[src/rtl/vx_perf_pkg.sv]
// vx_perf_pkg: shared definitions for the pipeline performance-counter bank.
//   PERF_CTR_BITS  - default counter width
//   PERF_NUM_CTRS  - number of counters in the standard pipeline bank
//   perf_ctr_e     - counter index assignment (read address of each event)
//   rd_state_e     - read-port FSM states
//   perf_ovf       - helper: carry-out of an extended counter sum
package vx_perf_pkg;

    localparam int PERF_CTR_BITS = 44;
    localparam int PERF_NUM_CTRS = 12;

    typedef enum logic [3:0] {
        SCHED_IDLES    = 4'd0,
        SCHED_STALLS   = 4'd1,
        IBF_STALLS     = 4'd2,
        NOCU_STALLS    = 4'd3,
        RF_READS       = 4'd4,
        RF_WRITES      = 4'd5,
        REORDERS       = 4'd6,
        IFETCHES       = 4'd7,
        LOADS          = 4'd8,
        STORES         = 4'd9,
        IFETCH_LATENCY = 4'd10,
        LOAD_LATENCY   = 4'd11
    } perf_ctr_e;

    typedef enum logic {
        RD_IDLE = 1'b0,
        RD_RESP = 1'b1
    } rd_state_e;

    // The sum is computed one bit wider than the counter; its top bit is the carry.
    function automatic logic perf_ovf(input logic [PERF_CTR_BITS:0] sum, input int ctr_w);
        return sum[ctr_w];
    endfunction

endpackage

[src/rtl/vx_perf_ctr.sv]
// vx_perf_ctr: one event counter with per-cycle increment, synchronous clear,
// sticky overflow flag and wrap/saturate selection.
//   clk, reset : clock, asynchronous active-high reset
//   enable     : increments ignored when low
//   clear      : zeroes counter and overflow flag, wins over the increment
//   inc        : event count for this cycle (zero-extended into the sum)
//   cnt, ovf   : registered counter value and sticky overflow flag
// Optional feature macro of the enclosing bank: VX_PERF_SNAPSHOT_EN (not used here).
module vx_perf_ctr
    import vx_perf_pkg::*;
#(
    parameter int CTR_W    = PERF_CTR_BITS,
    parameter int INC_W    = 4,
    parameter int SATURATE = 0
) (
    input  logic             clk,
    input  logic             reset,
    input  logic             enable,
    input  logic             clear,
    input  logic [INC_W-1:0] inc,
    output logic [CTR_W-1:0] cnt,
    output logic             ovf
);

    logic [CTR_W-1:0] cnt_r;
    logic             ovf_r;
    logic [CTR_W:0]   sum_s;
    logic [CTR_W-1:0] cnt_nxt_s;
    logic             ovf_nxt_s;

    assign sum_s = {1'b0, cnt_r} + {{(CTR_W + 1 - INC_W){1'b0}}, inc};

    // Next-state: clear first, then overflow-aware increment.
    always_comb begin
        cnt_nxt_s = cnt_r;
        ovf_nxt_s = ovf_r;
        if (clear) begin
            cnt_nxt_s = {CTR_W{1'b0}};
            ovf_nxt_s = 1'b0;
        end else if (enable) begin
            if (sum_s[CTR_W]) begin
                ovf_nxt_s = 1'b1;
                if (SATURATE != 0) begin
                    cnt_nxt_s = {CTR_W{1'b1}};
                end else begin
                    cnt_nxt_s = sum_s[CTR_W-1:0];
                end
            end else begin
                cnt_nxt_s = sum_s[CTR_W-1:0];
            end
        end else begin
            cnt_nxt_s = cnt_r;
        end
    end

    // Counter and sticky flag registers.
    always_ff @(posedge clk or posedge reset) begin
        if (reset) begin
            cnt_r <= {CTR_W{1'b0}};
            ovf_r <= 1'b0;
        end else begin
            cnt_r <= cnt_nxt_s;
            ovf_r <= ovf_nxt_s;
        end
    end

    assign cnt = cnt_r;
    assign ovf = ovf_r;

endmodule

[src/rtl/vx_perf_ctr_bank.sv]
// vx_perf_ctr_bank: parametrised bank of pipeline performance counters with a
// valid/ready read port (one read per two cycles, one-cycle response latency).
//   clk, reset          : clock, asynchronous active-high reset
//   enable, clear       : counting enable, synchronous clear of counters/flags/shadows
//   inc_amt             : per-counter event counts, counter i uses [i*INC_W +: INC_W]
//   snap_req, snap_done : snapshot request pulse, completion pulse one cycle later
//   req_valid/ready/addr: read request handshake and counter index
//   rsp_valid/ready     : read response handshake
//   rsp_data, rsp_ovf   : counter value and sticky overflow flag of the read counter
// Optional feature macro: VX_PERF_SNAPSHOT_EN. When defined, reads return shadow
// registers captured by snap_req; otherwise reads sample the live counter at
// accept, snap_req is ignored and snap_done stays 0.
module vx_perf_ctr_bank
    import vx_perf_pkg::*;
#(
    parameter int NUM_CTRS = PERF_NUM_CTRS,
    parameter int CTR_W    = PERF_CTR_BITS,
    parameter int INC_W    = 4,
    parameter int SATURATE = 0
) (
    input  logic                        clk,
    input  logic                        reset,
    input  logic                        enable,
    input  logic                        clear,
    input  logic [NUM_CTRS*INC_W-1:0]   inc_amt,
    input  logic                        snap_req,
    output logic                        snap_done,
    input  logic                        req_valid,
    input  logic [$clog2(NUM_CTRS)-1:0] req_addr,
    output logic                        req_ready,
    output logic                        rsp_valid,
    output logic [CTR_W-1:0]            rsp_data,
    output logic                        rsp_ovf,
    input  logic                        rsp_ready
);

    logic [CTR_W-1:0] cnt_s    [NUM_CTRS];
    logic [CTR_W-1:0] rd_src_s [NUM_CTRS];
    logic [NUM_CTRS-1:0] ovf_s;

    for (genvar g = 0; g < NUM_CTRS; g++) begin : g_ctr
        vx_perf_ctr #(
            .CTR_W    (CTR_W),
            .INC_W    (INC_W),
            .SATURATE (SATURATE)
        ) u_ctr (
            .clk    (clk),
            .reset  (reset),
            .enable (enable),
            .clear  (clear),
            .inc    (inc_amt[g*INC_W +: INC_W]),
            .cnt    (cnt_s[g]),
            .ovf    (ovf_s[g])
        );
    end

`ifdef VX_PERF_SNAPSHOT_EN
    logic [CTR_W-1:0] shadow_r [NUM_CTRS];
    logic             snap_done_r;

    // Shadow capture of pre-update counts; a coincident clear captures zero.
    always_ff @(posedge clk or posedge reset) begin
        if (reset) begin
            for (int i = 0; i < NUM_CTRS; i++) begin
                shadow_r[i] <= {CTR_W{1'b0}};
            end
            snap_done_r <= 1'b0;
        end else if (clear) begin
            for (int i = 0; i < NUM_CTRS; i++) begin
                shadow_r[i] <= {CTR_W{1'b0}};
            end
            snap_done_r <= snap_req;
        end else if (snap_req) begin
            for (int i = 0; i < NUM_CTRS; i++) begin
                shadow_r[i] <= cnt_s[i];
            end
            snap_done_r <= 1'b1;
        end else begin
            snap_done_r <= 1'b0;
        end
    end

    assign rd_src_s  = shadow_r;
    assign snap_done = snap_done_r;
`else
    logic unused_snap_req_s;

    assign unused_snap_req_s = snap_req;
    assign rd_src_s          = cnt_s;
    assign snap_done         = 1'b0;
`endif

    logic [CTR_W-1:0] rd_data_s;
    logic             rd_ovf_s;

    // Addressed read source; indices beyond the bank read as zero.
    always_comb begin
        rd_data_s = {CTR_W{1'b0}};
        rd_ovf_s  = 1'b0;
        if (int'(req_addr) < NUM_CTRS) begin
            rd_data_s = rd_src_s[req_addr];
            rd_ovf_s  = ovf_s[req_addr];
        end else begin
            rd_data_s = {CTR_W{1'b0}};
            rd_ovf_s  = 1'b0;
        end
    end

    rd_state_e        state_r;
    logic             req_ready_r;
    logic             rsp_valid_r;
    logic [CTR_W-1:0] rsp_data_r;
    logic             rsp_ovf_r;

    // Read FSM: accept in IDLE, hold the registered response in RESP until consumed.
    always_ff @(posedge clk or posedge reset) begin
        if (reset) begin
            state_r     <= RD_IDLE;
            req_ready_r <= 1'b1;
            rsp_valid_r <= 1'b0;
            rsp_data_r  <= {CTR_W{1'b0}};
            rsp_ovf_r   <= 1'b0;
        end else begin
            case (state_r)
                RD_IDLE: begin
                    if (req_valid) begin
                        state_r     <= RD_RESP;
                        req_ready_r <= 1'b0;
                        rsp_valid_r <= 1'b1;
                        rsp_data_r  <= rd_data_s;
                        rsp_ovf_r   <= rd_ovf_s;
                    end else begin
                        state_r <= RD_IDLE;
                    end
                end
                RD_RESP: begin
                    if (rsp_ready) begin
                        state_r     <= RD_IDLE;
                        req_ready_r <= 1'b1;
                        rsp_valid_r <= 1'b0;
                    end else begin
                        state_r <= RD_RESP;
                    end
                end
                default: begin
                    state_r     <= RD_IDLE;
                    req_ready_r <= 1'b1;
                    rsp_valid_r <= 1'b0;
                end
            endcase
        end
    end

    assign req_ready = req_ready_r;
    assign rsp_valid = rsp_valid_r;
    assign rsp_data  = rsp_data_r;
    assign rsp_ovf   = rsp_ovf_r;

endmodule

[config.mk]
export PLATFORM = sky130hd
export DESIGN_NAME = vx_perf_ctr_bank
export DESIGN_NICKNAME = d
export VERILOG_FILES = /design/src/rtl/vx_perf_pkg.sv /design/src/rtl/vx_perf_ctr.sv /design/src/rtl/vx_perf_ctr_bank.sv
export SDC_FILE = /design/constraint.sdc
export NUM_CORES = 2
export LEC_CHECK = 0
export CORE_MARGIN = 4
export CORE_UTILIZATION = 30
export DETAILED_ROUTE_END_ITERATION = 10
export HOLD_SLACK_MARGIN = 0.03
export MAX_ROUTING_LAYER = met4
export PLACE_DENSITY_LB_ADDON = 0.05
export SYNTH_ARGS = -nofsm -noshare
export SYNTH_HDL_FRONTEND = slang
export SYNTH_HIERARCHICAL = 1
export SYNTH_SLANG_ARGS = --single-unit
[constraint.sdc]
create_clock -name clk -period 5.2 [get_ports clk]
set_input_delay 0.52 -clock clk [delete_from_list [all_inputs] [get_ports clk]]
set_output_delay 0.52 -clock clk [all_outputs]
set_load 0.05 [all_outputs]
After elaboration in Yosys (flattened, before gate mapping)
Cells that the tools add are included.

storage, ports and cells
  bits in registers = 588
  input bits = 59
  output and inout bits = 48
  word-level logic and storage cells = 151

operators by class
  add/subtract/negate cells = 12
  magnitude comparators = 3
  equal/unequal tests = 2
  muxes and demuxes = 76
  bitwise gates (word level) = 2
  reduce and logical (&&, ||, !) cells = 27

operators by type and width
  kind                                                                  number
  44-bit 2-to-1 mux                                                     27
  44-bit by 4-bit adder with 45-bit output                              12
  44-bit binary-select mux with 4-bit select                            1
  1-bit 2-to-1 mux                                                      44
  2-bit AND reduction                                                   14
  2-bit nonzero test                                                    13
  1-bit one-hot mux with 2 select lines                                 3
  5-bit >= comparator, second input constant                            1
  4-bit by 5-bit < comparator with 1-bit output, second input constant  1
  4-bit NOT with 5-bit output                                           1
  1-bit binary-select mux with 4-bit select                             1
  4-bit < comparator, second input constant                             1
  2-bit inequality test, second input constant                          2
  1-bit NOT                                                             1

Logic depth before layout (Yosys ltp)
  depth in word-level cells = 5
  gate-level depth with buffers = 9
  mapped depth without buffers = 7

Hierarchy
The synthesis kept the hierarchy.

by module, submodules not included
  module                            instances  cells each  area an instance (um2)  seq. area each (um2)
  vx_perf_ctr (g_ctr[1].u_ctr ...)  6          263         2,456.1                 1,126.1
  vx_perf_ctr (g_ctr[0].u_ctr ...)  4          259         2,466.1                 1,126.1
  vx_perf_ctr_bank                  1          731         6,287.3                 1,202.4
  vx_perf_ctr (g_ctr[11].u_ctr)     1          265         2,496.1                 1,126.1
  vx_perf_ctr (g_ctr[3].u_ctr)      1          256         2,469.9                 1,126.1

Worst setup path after synthesis
Ideal clock, no wire load.

  kind = input port to flip-flop
  from = input port inc_amt[44]
  to = register g_ctr[11].u_ctr.cnt_r[34]
  library setup time = 0.128 ns
  data arrival time = 2.443 ns
  data required time = 5.072 ns
  setup slack = 2.630 ns
  cell stages on the path = 8
  path buffers = 1
  cell sequence = ha_1 > fa_1 > a21o_1 > a21oi_1 > or3_1 > clkbuf_1 > nor4_1 > mux2_1

on the way
  word-level cells in the longest chain between the ends = 3

RTL lines
  what                                      line                    text
  start, declared                           vx_perf_ctr_bank.sv:25  input logic [NUM_CTRS*INC_W-1:0] inc_amt,
  44-bit by 4-bit adder with 45-bit output  vx_perf_ctr.sv:31       assign sum_s = {1'b0, cnt_r} + {{(CTR_W + 1 - INC_W){1'b0}}, inc};
  44-bit 2-to-1 mux                         vx_perf_ctr.sv:40       end else if (enable) begin
  44-bit 2-to-1 mux                         vx_perf_ctr.sv:37       if (clear) begin
  end signal, assigned                      vx_perf_ctr.sv:59       cnt_r <= {CTR_W{1'b0}};
  end signal, assigned                      vx_perf_ctr.sv:62       cnt_r <= cnt_nxt_s;
  end, declared                             vx_perf_ctr.sv:25       logic [CTR_W-1:0] cnt_r;

No other way between the ends. The select of a mux whose other input is x is not followed.
A chain may end at the register's enable or synchronous reset.

Worst setup path after layout
  from = register g_ctr[6].u_ctr.cnt_r[4]
  to = register g_ctr[6].u_ctr.cnt_r[34]

on the way
  word-level cells in the longest chain between the ends = 3

RTL lines
  what                                      line
  start, declared                           vx_perf_ctr.sv:25
  start signal, assigned                    vx_perf_ctr.sv:59
  start signal, assigned                    vx_perf_ctr.sv:62
  44-bit by 4-bit adder with 45-bit output  vx_perf_ctr.sv:31
  44-bit 2-to-1 mux                         vx_perf_ctr.sv:40
  44-bit 2-to-1 mux                         vx_perf_ctr.sv:37

No other way between the ends. The select of a mux whose other input is x is not followed.

==> impl_metrics.ini <==
[outcome]
run_status = finished clean

[timing]
hold_viol = 0
clock_skew_ns = 0.0327
clock.fmax_ghz = 0.344
slew_headroom_pct = 27.1
min_period_over_period_pct = 55.9
rsz0062_at_grt = false
fin_tns_setup_ns = 0
finalCriticalPeriod_ns = 2.91
worst_slack_ns = 2.29
slew_violations = 0
setup_violations = 0
worst_pin_slew_ns = 1.09

[synth]
avgSynthCellArea_um2 = 9.27
syn_inst = 3866
synth_area_um2 = 35900
synthesis.nets = 3985
synth_cell_type_count = 69
async_flop_share_pct = 100
synth-main-ff-cell = dfrtp_1
synth-seq-cells = 588
yosysWarnings = 6
synth_edf_count = 0
seq_area_frac_synth_pct = 41.0

[worst_setup_path]
slowest_stage = or3_1
cp_max_fo = 19
worst-setup-path-type = reg2reg
cp.buffers_inverters = 0
reg2reg_to = g_ctr[6].u_ctr/cnt[34]
reg2regPathDepth = 5
cp.required_ns = 5.72
critical_path_arrival_ns = 3.43
cpLargestDelayFamily = simple AND/OR/NAND/NOR gates
rr_startpoint = g_ctr[6].u_ctr/cnt[4]
cpPeakStageDelay_ns = 0.70
critPathMostFrequentCell = or3_1
crit_path_end_kind = flip-flop
crit_chain = nand4_2 > or3_1 > or3_1 > nor4_1 > mux2_2
cp-start-kind = flip-flop
reg2reg_slack_ns = 2.29

[routing]
vias = 29700
post_drt_wl_per_cell_um = 23.8
routed_wl_mm = 132
first_pass_iters = 5
drt_iter0_markers = 2089
viasPerCell = 5.38
ant_nets = 0
drc = 0

[clock_tree]
cts_root_buffer = clkbuf_16
cts_resized = 0
clkTransAtPathRegs_ns = 0.05
post-cts-setup-buffer-count = 0
clk_path_buf_depth = 3
clk_latency_ns = 0.66
cts_sinks = 588
cts_buffers = 78
h-tree-depth = 3
cts_tree = built
ctsHoldBuffers = 0

[run]
max_cap_viol_count = 0

[placed_design]
port_buffers = 104
gp_congestion = 0.857
dpl.hpwl_mm = 94.8
pre_cts_slack_ns = 1.80

[floorplan]
die_area_um2 = 125000
rows = 126
coreArea_um2 = 118000
start_util_pct = 30.3
pin_count = 107
die-height_um = 354
die_w_um = 354

[power]
pwr_density_cell_nw_per_um2 = 293
peakVddDrop_mv = 0.204
power_leakage_uw = 0.0158

[global_route]
grt_pass1_vias = 28700
overflow = 0
grt_first_pass_wirelength_mm = 197
track_usage_pct = 21.2
grt_max_degree = 91
antenna_found_initial = 1

[worst_hold_path]
hold-path-endpoint = g_ctr[10].u_ctr/cnt[1]
hold_start = clear
min_path_cells = 2
hp-class = in2reg

[cells_and_area]
drive_gt1_share_pct = 7.78
multi_input_area_um2 = 19600
area_growth_syn_to_layout_pct = 13.4
layout.nets = 3996
regArea_um2 = 14700
num-fill-cells = 12300
final_util_pct = 34.3
[final cells by class]
class / instances / share of cell area [%]
Multi-Input combinational cell: 2965 / 48.2
Inverter: 60 / 0.554
Antenna cell: 1 / 0.00616
Sequential cell: 588 / 36.2
Timing Repair Buffer: 184 / 4.18
Clock buffer: 119 / 5.65
Tap cell: 1600 / 4.92
Clock inverter: 16 / 0.323
[sequential cells by signal, indices dropped and copies added (netlist names)]
| signal | count |
|---|---|
| g_ctr.u_ctr/cnt | 528 |
| rsp_data | 44 |
| g_ctr.u_ctr/ovf | 12 |
| req_ready | 1 |
| rsp_ovf | 1 |
| rsp_valid | 1 |
| state_r | 1 |
[cells in the mapped netlist, types with 22 or more instances]
cell type  instances  area share (%)
buf_2             22            0.31
and4_1            36            0.88
inv_1             60            0.63
ha_1              48             1.7
nor4b_1           30            0.73
nor3_1            73             1.0
mux2i_1          306             8.5
nand4_1          149             2.6
a211oi_1          24            0.50
nor4_2            23            0.80
and3_1            48            0.84
o21ai_1           48            0.67
xnor2_1          203             5.0
o22ai_1          138             2.4
o31ai_1           63             1.3
o21ai_0          141             2.0
nor2_1           485             5.1
nor4_1            79             1.4
nand3_1          150             2.1
or3_1            102             1.8
nand2_1          173             1.8
mux2_2            25            0.79
clkbuf_1         165             1.7
xor2_1           116             2.8
dfrtp_1          587              41
or4_1             94             2.0
a21oi_1          227             3.2
nor2b_1           28            0.49
[kinds of logic after synthesis]
logic type               count (synthesis)  synth area share, %
AND/OR/NAND/NOR                       1553                 23.6
buffers and inverters                  313                 4.46
XOR/XNOR                               319                 7.79
flip-flops                             588                 41.0
multiplexers                           333                 9.39
other                                    1               0.0105
AO/OA/AOI/OAI                          699                 11.4
adder cells (fa/ha/maj)                 60                 2.35
[metal layers]
metal	GRT usage [%]	routed length (um)	vias up
met4	7.08	4810	0
met1	30.7	65100	14800
met5	-	0	-
li1	-	-	14200
met2	30.4	56500	608
met3	2.82	5170	171
[power breakdown]
group / total [uW] / internal, uW / switching (uW) / leakage, uW
sequential: 4880 / 4720 / 159 / 0.00808
combinational: 1740 / 550 / 1190 / 0.00657
clock: 5290 / 3080 / 2210 / 0.00120
[placed cells by master (no fill, tap or decap), types with 24 or more instances in the layout]
cell,n
xor2_1,116
nor3_1,73
o22ai_1,138
clkbuf_16,80
nand2_1,173
o21ai_1,48
o31ai_1,63
nor2_1,484
a21oi_1,227
clkbuf_1,24
nand3_1,150
and3_1,48
nor4b_1,30
or4_1,94
xnor2_1,203
buf_4,77
nor4_2,27
mux2_2,25
ha_1,48
o21ai_0,141
dfrtp_1,587
a211oi_1,24
nor2b_1,27
nand4_1,149
clkdlybuf4s50_1,100
mux2i_1,306
inv_1,47
or3_1,102
nor4_1,75
and4_1,36
[worst max-delay path by stage]
stage | end | slack [ns] | cells after the start | startpoint
after floorplan | g_ctr[11].u_ctr/cnt[34] | 2.63 | 8 | inc_amt[44]
after global placement | g_ctr[7].u_ctr/cnt[34] | 1.79 | 6 | clear
after detailed placement | g_ctr[9].u_ctr/cnt[34] | 1.80 | 6 | clear
after CTS | g_ctr[6].u_ctr/cnt[34] | 2.29 | 5 | g_ctr[6].u_ctr/cnt[4]
after global routing | g_ctr[1].u_ctr/cnt[34] | 2.10 | 5 | g_ctr[1].u_ctr/cnt[5]
final | g_ctr[6].u_ctr/cnt[34] | 2.29 | 5 | g_ctr[6].u_ctr/cnt[4]
[per-stage QoR]
step           cell area (um2)  power (uW)  hold slack, ns  instances
2_1_floorplan            35900        6020           0.461       3866
3_3_place_gp             38200        6720           0.475       5397
3_5_place_dp             38200        6720           0.488       5397
4_1_cts                  40700       12100           0.241       5532
5_1_grt                  40700       12400           0.260       5532
6_report                 40700       11900           0.272       5533
(Power assumes the default switching activity.)
